[src/rtl/dcache_store_queue.sv]
// dcache_store_queue
//
// In-order committed-store queue feeding the store port of the L1 data cache.
// Committed stores enter on a valid/ready interface and are buffered in a
// circular FIFO. The head entry is presented to the dcache with a req/gnt
// handshake, one store at a time. The queue also gives the load path a
// same-8-byte-word hazard check and gives fence/flush logic an empty flag.
//
// Optional feature macro: STBUF_COALESCE_EN
//   When defined, a store to the same 8-byte word as the youngest entry is
//   merged into that entry, provided the youngest entry is not the head.
//   When undefined, every accepted store takes its own entry.
//
// Parameters:
//   DEPTH        number of entries (power of two, >= 2)
//   INDEX_WIDTH  dcache index width (page-offset bits)
//   TAG_WIDTH    dcache tag width
//
// Ports:
//   clk_i, rst_ni          clock, asynchronous active-low reset
//   flush_i                drain request; blocks new stores while high
//   empty_o                queue holds no entries
//   st_valid_i/st_ready_o  committed-store handshake
//   st_paddr_i/st_data_i/st_be_i   store address, word-aligned data, byte enables
//   ld_index_i/ld_match_o  load page-offset and same-word hazard flag
//   req_o/gnt_i            dcache write handshake (write completes on grant)
//   index_o/tag_o/we_o/wdata_o/be_o  dcache write request payload
module dcache_store_queue #(
  parameter int unsigned DEPTH       = 4,
  parameter int unsigned INDEX_WIDTH = 12,
  parameter int unsigned TAG_WIDTH   = 44
) (
  input  logic                             clk_i,
  input  logic                             rst_ni,
  input  logic                             flush_i,
  output logic                             empty_o,
  input  logic                             st_valid_i,
  output logic                             st_ready_o,
  input  logic [INDEX_WIDTH+TAG_WIDTH-1:0] st_paddr_i,
  input  logic [63:0]                      st_data_i,
  input  logic [7:0]                       st_be_i,
  input  logic [INDEX_WIDTH-1:0]           ld_index_i,
  output logic                             ld_match_o,
  output logic                             req_o,
  input  logic                             gnt_i,
  output logic [INDEX_WIDTH-1:0]           index_o,
  output logic [TAG_WIDTH-1:0]             tag_o,
  output logic                             we_o,
  output logic [63:0]                      wdata_o,
  output logic [7:0]                       be_o
);

  localparam int unsigned PA_W   = INDEX_WIDTH + TAG_WIDTH;
  localparam int unsigned WORD_W = PA_W - 3;
  localparam int unsigned PTR_W  = $clog2(DEPTH);
  localparam int unsigned CNT_W  = PTR_W + 1;
  localparam logic [CNT_W-1:0] FULL = CNT_W'(DEPTH);

  // Only the 8-byte word address is kept; the byte offset never matters.
  logic [WORD_W-1:0] word_q [DEPTH];
  logic [63:0]       data_q [DEPTH];
  logic [7:0]        be_q   [DEPTH];

  logic [PTR_W-1:0] rd_ptr;
  logic [PTR_W-1:0] wr_ptr;
  logic [CNT_W-1:0] count;

  logic coalesce_hit;
  logic accept;
  logic push;
  logic pop;

  // Byte-offset bits of both addresses are intentionally ignored.
  logic unused_offset_bits;
  assign unused_offset_bits = ^{st_paddr_i[2:0], ld_index_i[2:0]};

`ifdef STBUF_COALESCE_EN
  // Youngest entry; with count>=2 it can never be the head, so it is safe to
  // modify even if the head is being granted this cycle.
  logic [PTR_W-1:0] last_ptr;
  assign last_ptr = wr_ptr - PTR_W'(1);

  assign coalesce_hit = st_valid_i && (count >= CNT_W'(2)) &&
                        (st_paddr_i[PA_W-1:3] == word_q[last_ptr]);
`else
  assign coalesce_hit = 1'b0;
`endif

  // Ready ignores gnt_i on purpose: a full queue does not take a store in
  // the same cycle the head is granted.
  assign st_ready_o = !flush_i && ((count < FULL) || coalesce_hit);
  assign accept     = st_valid_i && st_ready_o;
  assign push       = accept && !coalesce_hit;
  assign pop        = req_o && gnt_i;

  assign req_o   = (count != '0);
  assign empty_o = (count == '0);
  assign we_o    = 1'b1;
  assign index_o = {word_q[rd_ptr][INDEX_WIDTH-4:0], 3'b000};
  assign tag_o   = word_q[rd_ptr][WORD_W-1:INDEX_WIDTH-3];
  assign wdata_o = data_q[rd_ptr];
  assign be_o    = be_q[rd_ptr];

  // Address and data storage carry no reset; their contents are don't-care
  // until written and a mid-operation reset simply discards them.
  always_ff @(posedge clk_i) begin
    if (push) begin
      word_q[wr_ptr] <= st_paddr_i[PA_W-1:3];
      data_q[wr_ptr] <= st_data_i;
    end
`ifdef STBUF_COALESCE_EN
    else if (accept && coalesce_hit) begin
      for (int b = 0; b < 8; b++) begin
        if (st_be_i[b]) begin
          data_q[last_ptr][8*b +: 8] <= st_data_i[8*b +: 8];
        end
      end
    end
`endif
  end

  // Byte enables are cleared on reset so the head payload is benign.
  always_ff @(posedge clk_i or negedge rst_ni) begin
    if (!rst_ni) begin
      for (int i = 0; i < DEPTH; i++) begin
        be_q[i] <= '0;
      end
    end else if (push) begin
      be_q[wr_ptr] <= st_be_i;
    end
`ifdef STBUF_COALESCE_EN
    else if (accept && coalesce_hit) begin
      be_q[last_ptr] <= be_q[last_ptr] | st_be_i;
    end
`endif
  end

  // Pointers and occupancy; simultaneous push and pop leaves count alone.
  always_ff @(posedge clk_i or negedge rst_ni) begin
    if (!rst_ni) begin
      rd_ptr <= '0;
      wr_ptr <= '0;
      count  <= '0;
    end else begin
      if (push) begin
        wr_ptr <= wr_ptr + PTR_W'(1);
      end
      if (pop) begin
        rd_ptr <= rd_ptr + PTR_W'(1);
      end
      case ({push, pop})
        2'b10:   count <= count + CNT_W'(1);
        2'b01:   count <= count - CNT_W'(1);
        default: count <= count;
      endcase
    end
  end

  // An entry is live when its distance from the head is below count. The
  // check ignores byte enables, so it may report a conservative match.
  always_comb begin
    logic [PTR_W-1:0] offset;
    ld_match_o = 1'b0;
    offset     = '0;
    for (int i = 0; i < DEPTH; i++) begin
      offset = PTR_W'(i) - rd_ptr;
      if (({1'b0, offset} < count) &&
          (word_q[i][INDEX_WIDTH-4:0] == ld_index_i[INDEX_WIDTH-1:3])) begin
        ld_match_o = 1'b1;
      end
    end
  end

endmodule

[config.mk]
export PLATFORM = sky130hd
export DESIGN_NAME = dcache_store_queue
export DESIGN_NICKNAME = d
export VERILOG_FILES = /design/src/rtl/dcache_store_queue.sv
export SDC_FILE = /design/constraint.sdc
export NUM_CORES = 1
export LEC_CHECK = 0
export CORE_ASPECT_RATIO = 1.4
export CORE_MARGIN = 3
export CORE_UTILIZATION = 54
export CTS_CLUSTER_DIAMETER = 100
export DETAILED_ROUTE_END_ITERATION = 16
export PLACE_DENSITY = 0.79
export RECOVER_POWER = 50
export SYNTH_ARGS = -nofsm -noshare
export SYNTH_HDL_FRONTEND = slang
export SYNTH_SLANG_ARGS = --single-unit
[constraint.sdc]
create_clock -name clk_i -period 3.4 [get_ports clk_i]
set_clock_uncertainty 0.05 [all_clocks]
set_input_delay 0.68 -clock clk_i [delete_from_list [all_inputs] [get_ports clk_i]]
set_output_delay 0.68 -clock clk_i [all_outputs]
set_load 0.01 [all_outputs]
; Word level (Yosys, flattened, before mapping)
; Memories as Yosys holds them, arrays and structs flattened.
; Cells that the tools add are included.
[word_totals]
elab_cells = 58
regBits = 39
mem_bits_rw = 468
inputBits = 145
n_memories = 2
[memory_table]
columns = memory, depth, word_bits, read_ports, rd_ports_with_merged_regs, wr, line
row1 = data_q, 4, 64, 1, 0, 1, 61  ; logic [63:0] data_q [DEPTH];
row2 = word_q, 4, 53, 5, 0, 1, 60  ; logic [WORD_W-1:0] word_q [DEPTH];
[op_classes]
magnitude_cmp = 8
n_mux = 13
add_sub_neg = 8
bitwise = 2
eq_ne = 6
n_reduce_logical = 12
[ops]
columns = op, n
row1 = $eq A9 B9 Y1, 4
row2 = $bwmux W32, 1
row3 = $mux W8, 3
row4 = $bmux W8 S2, 1
row5 = $demux W8 S2, 1
row6 = $lt A2 B3 Y1, 4
row7 = $logic_and A1 B1 Y1, 8
row8 = $ge A3 B3 Y1 const B, 2
row9 = $mux W1, 6
row10 = $not A2 Y3, 2
row11 = $pmux W3 S2, 1
row12 = $add A2 B1 Y2 const B, 2
row13 = $sub A1 B2 Y2 const A, 2
row14 = $sub A2 B2 Y2 const A, 2
row15 = $add A3 B1 Y3 const B, 1
row16 = $logic_not A3 Y1, 1
row17 = $lt A3 B1 Y1 const B, 1
row18 = $lt A3 B3 Y1 const B, 1
row19 = $reduce_bool A3 Y1, 1
row20 = $sub A3 B1 Y3 const B, 1
row21 = $eq A2 B1 Y1 const B, 1
row22 = $eq A2 B2 Y1 const B, 1
row23 = $reduce_bool A2 Y1, 1
row24 = $logic_not A1 Y1, 1

; Depth between registers and ports, before layout
[logic_depth]
word_depth = 7
depth_mapped = 10

; Least setup slack after synthesis
; OpenSTA, ideal clock, no wires.
[synth_path]
path_type = in2reg
from = input flush_i
to = register be_q[0] (netlist name)
setup_slack_ns = 0.153
n_path_buf = 1
setup_time_ns = 0.128
cell_stages = 4
arrival_ns = 3.069
required_time_ns = 3.222
cell_sequence = nor2_1 and3_1 buf_2 mux2_2
[synth_via]
elab_chain_cells = 3
[synth_rtl]
columns = element, line
row1 = "start, declared", 35  ; input logic flush_i,
row2 = $logic_not A1 Y1, 91  ; assign st_ready_o = !flush_i && ((count < FULL) || coalesce_hit);
row3 = $logic_and A1 B1 Y1, 91
row4 = $logic_and A1 B1 Y1, 92  ; assign accept = st_valid_i && st_ready_o;
row5 = "end signal, assigned by index", 129  ; be_q[wr_ptr] <= st_be_i;
row6 = "end, declared", 62  ; logic [7:0] be_q [DEPTH];
; No other way between the ends.
; A chain may end at the register's enable or synchronous reset.

; Final worst setup path
[layout_path]
from = register rd_ptr[0]
to = output ld_match_o
[layout_via]
elab_chain_cells = 7
word_cells_on_any_way = 16
classes_between = add/sub: 4 / order compare: 4 / mux: 4 / reduce/logical: 4
[layout_rtl]
columns = element, line
row1 = "start, declared", 64  ; logic [PTR_W-1:0] rd_ptr;
row2 = "start signal, assigned", 149  ; rd_ptr <= rd_ptr + PTR_W'(1);
row3 = $sub A1 B2 Y2, 166  ; offset = PTR_W'(i) - rd_ptr;
row4 = $lt A2 B3 Y1, 167  ; if (({1'b0, offset} < count) &&
row5 = $logic_and A1 B1 Y1, 167
row6 = $mux W1 (3 in a row), 167
row7 = $mux W1 (*), 167
row8 = "end, declared", 43  ; output logic ld_match_o,
; Every way passes the cells marked *; elsewhere a longest branch is shown, timed or not.

==> impl_results.md <==
* Outcome: finished with violations
* Violated checks: max-capacitance violations, max-slew violations
* Row cnt at 81
* Cell at the root of the clock tree: sky130_fd_sc_hd__clkbuf_16
* Buffers on Ports at 267
* Fin Hold WS at 0.457 ns
* Chip Height at 229 µm
* Clock-pin slew on the worst setup and hold paths at 0.07 ns
* Hold-fix buffer count after cts at 0
* Final setup violation count at 0
* DP HPWL at 24000 µm
* Share of the synthesized area in the top cell type at 73.1%
* Number of DRC violations after detailed routing at 0
* Critical path startpoint category: flop
* Remaining max-slew budget at the tightest pin at -47.5%
* Remaining antenna violation count after routing at 0
* Initial antenna violation count at 15
* Num CTS Buffers at 46
* Violation count after the first detailed-routing iteration at 611
* Cell-by-cell trace of the critical path: xor2_2, ha_1, a21oi_2, o2111ai_1, nor4_1, or4_1, buf_2
* Total wire length at 37900 µm
* Boundary Pins at 278
* Syn Inst Count at 806
* Weighted congestion at the end of routability-driven global placement at 0.794
* TritonCTS clock tree: yes
* Full die area at 0.0379 mm²
* Count of fill cells added during filler insertion at 2202
* Wire length of the first global-routing pass at 58700 µm
* Horizontal die dimension at 165 µm
* CP Capture Type: primary output
* Maximum level of the CTS H-tree at 2
* Maximum fanout along the worst path at 5
* Synth-to-Final Area Change at 26.3%
* Number of flip-flops and latches in the synthesized netlist at 507
* Setup Slack @ Placement at 0.0288 ns
* Transition at the pin with the smallest max-transition slack at 2.21 ns
* Cell accounting for the most synthesized area: sky130_fd_sc_hd__edfxtp_1
* Static leakage at 8.01 nW
* Total GRT Usage at 20.7%
* Overall power at 19.2 mW
* DR vias at 9030
* WP data arrival at 2.60 ns
* Number of search-and-repair iterations in the first detailed-routing pass at 5
* Crit path time final at 3.33 ns
* Mapped cell area at 0.0192 mm²
* Detail-routed via count per cell at 5.63
* Largest cells by area after synthesis: sky130_fd_sc_hd__edfxtp_1, sky130_fd_sc_hd__mux4_2, sky130_fd_sc_hd__dfrtp_1, sky130_fd_sc_hd__mux2_2, sky130_fd_sc_hd__xnor2_1
* Warning count from the yosys run at 0
* Setup repair after global routing missed its margin: true
* Share of layout cells above drive strength 1 at 22.4%
* Core area at 0.0351 mm²
* GRT overflow at 0
* # clock sinks at 507
* Power density normalized to cell area at 790 mW/mm²
* Number of distinct library cells after synthesis at 28
* Crit Path Class: reg2out
* Largest net degree at the start of global routing at 67
* Setup slack after layout at 0.0659 ns
* Max stage delay cell, worst path: sky130_fd_sc_hd__dfrtp_4
* Vias in the first global route at 9965
* Clock Latency Late Sink at 0.56 ns
* Final cycle utilization of the critical path at 98.1%
* Achievable clock frequency at 300 MHz
* Layout net count at 1263
* VDD IR max at 613 µV
* Hold Vio Cnt, Final at 0
* Starting density of the core at 54.8%
* Required arrival time at the worst endpoint at 2.67 ns
* Standard cell area after detailed placement at 0.0226 mm²
* Mapped Avg Cell Area at 23.8 µm²
* Total count of max-transition violations in the final report at 40
* Design Area, Final at 0.0243 mm²
* Wirelength per Cell at 23.7 µm
* Worst stage delay on the critical path at 0.56 ns
* Worst hold path class: reg2reg
* Max_cap viols at 1
* Clock Path Buffers at 3
* Seq/Total Area, Yosys at 78.2%
-- flip-flops by register name, summed over array words and instances (netlist names) --
name    cells
data_q    256
word_q    212
be_q       32
count       3
rd_ptr      2
wr_ptr      2
-- through the flow --
step | std cells | utilization, % | TNS, ns
after floorplan | 808 | - | 0
after global placement | 1513 | 64.6 | 0
after detailed placement | 1513 | 64.6 | 0
after CTS | 1594 | 69.1 | 0
after global routing | 1602 | 69.2 | -0.138
final | 1603 | 69.2 | 0
-- layout make-up --
cell class / count / area, µm² / area share, %
clock inverters: 23 / 293 / 1.21
well taps: 456 / 571 / 2.35
flip-flops and latches: 507 / 15000 / 62.0
repair buffers: 296 / 3160 / 13.0
clock buffers: 56 / 1220 / 5.03
inverters: 9 / 33.8 / 0.139
diodes: 8 / 20.0 / 0.0825
multi-input cells: 248 / 3920 / 16.2
-- logic make-up after synthesis --
logic type	count (synthesis)	share of synthesized area [%]
DFF	507	78.2
muxes	157	16.5
buffers and inverters	53	1.48
xor gates and xnor gates	43	1.96
and+or+nand+nor	24	0.697
adders and majority gates	10	0.690
AOI/OAI and AO/OA	10	0.371
other	2	0.0391
-- per-layer routing --
| metal | track usage, % | share of wire [%] | up-vias |
|---|---|---|---|
| li1 | - | - | 3955 |
| met4 | 8.76 | 4.1 | 12 |
| met2 | 34.4 | 53 | 258 |
| met5 | 0 | 0.23 | - |
| met1 | 25.8 | 37 | 4709 |
| met3 | 5.28 | 5.8 | 96 |
-- critical path: cells and delay by family (launching register included) --
| family | cells | cell delay [ns] |
|---|---|---|
| fa+ha+maj | 1 | 0.29 |
| xor+xnor | 1 | 0.20 |
| simple gates | 2 | 0.58 |
| flops | 1 | 0.56 |
| buf+inv | 1 | 0.16 |
| compound gates | 2 | 0.24 |
-- what timing repair did --
item | 4_1_cts | 5_1_grt
resized for setup | 12 | 7
endpoints found under the setup margin | 126 | 53
pin swaps | 1 | 5
buffers inserted | 1 | 1
cloned | 1 | 0
-- synth_stat cells (all sizes together) --
cell type  number
inv             9
fa              1
o21ai           2
mux2           32
nand2           4
nor4            4
nand4           4
dfrtp          39
nand2b          1
or3             1
buf            36
ha              9
and3            4
clkbuf          8
mux4          125
xor2           12
and2            2
nor2            3
edfxtp        468
o2111ai         4
conb            2
or4             1
xnor2          31
a21oi           4
-- cell usage in the layout, fill, tap and decap left out, drive strengths merged, types with 2 or more instances in the layout --
master / instances
a21oi: 4
and2: 2
and3: 4
buf: 27
bufinv: 7
clkbuf: 59
clkdlybuf4s50: 144
clkinv: 13
conb: 4
dfrtp: 39
diode: 8
dlygate4sd3: 117
dlymetal6s2s: 4
edfxtp: 468
ha: 9
inv: 11
mux2: 32
mux4: 125
nand2: 4
nand4: 4
nor2: 3
nor4: 4
o2111ai: 4
o21ai: 2
xnor2: 31
xor2: 12
-- worst paths after layout --
path,from,to,slack (ns),depth (start not counted)
worst max-delay path,rd_ptr[0],ld_match_o,0.07,7
worst min-delay path,be_q[9],be_q[9],0.46,1
worst max register to register,count[2],data_q[1][30],0.52,3
worst min register to register,be_q[9],be_q[9],0.46,1
max in group asynchronous,rst_ni,rd_ptr[1],1.01,1
min in group asynchronous,rst_ni,be_q[27],0.72,1
-- report_power, final --
group	internal (mW)	total, mW	switching, mW	leakage, nW
Sequential	7.50	7.76	0.259	4.70
Combinational	3.53	6.23	2.71	2.58
Clock	3.08	5.18	2.10	0.734
Note: power is estimated with default switching activity, not from simulation.
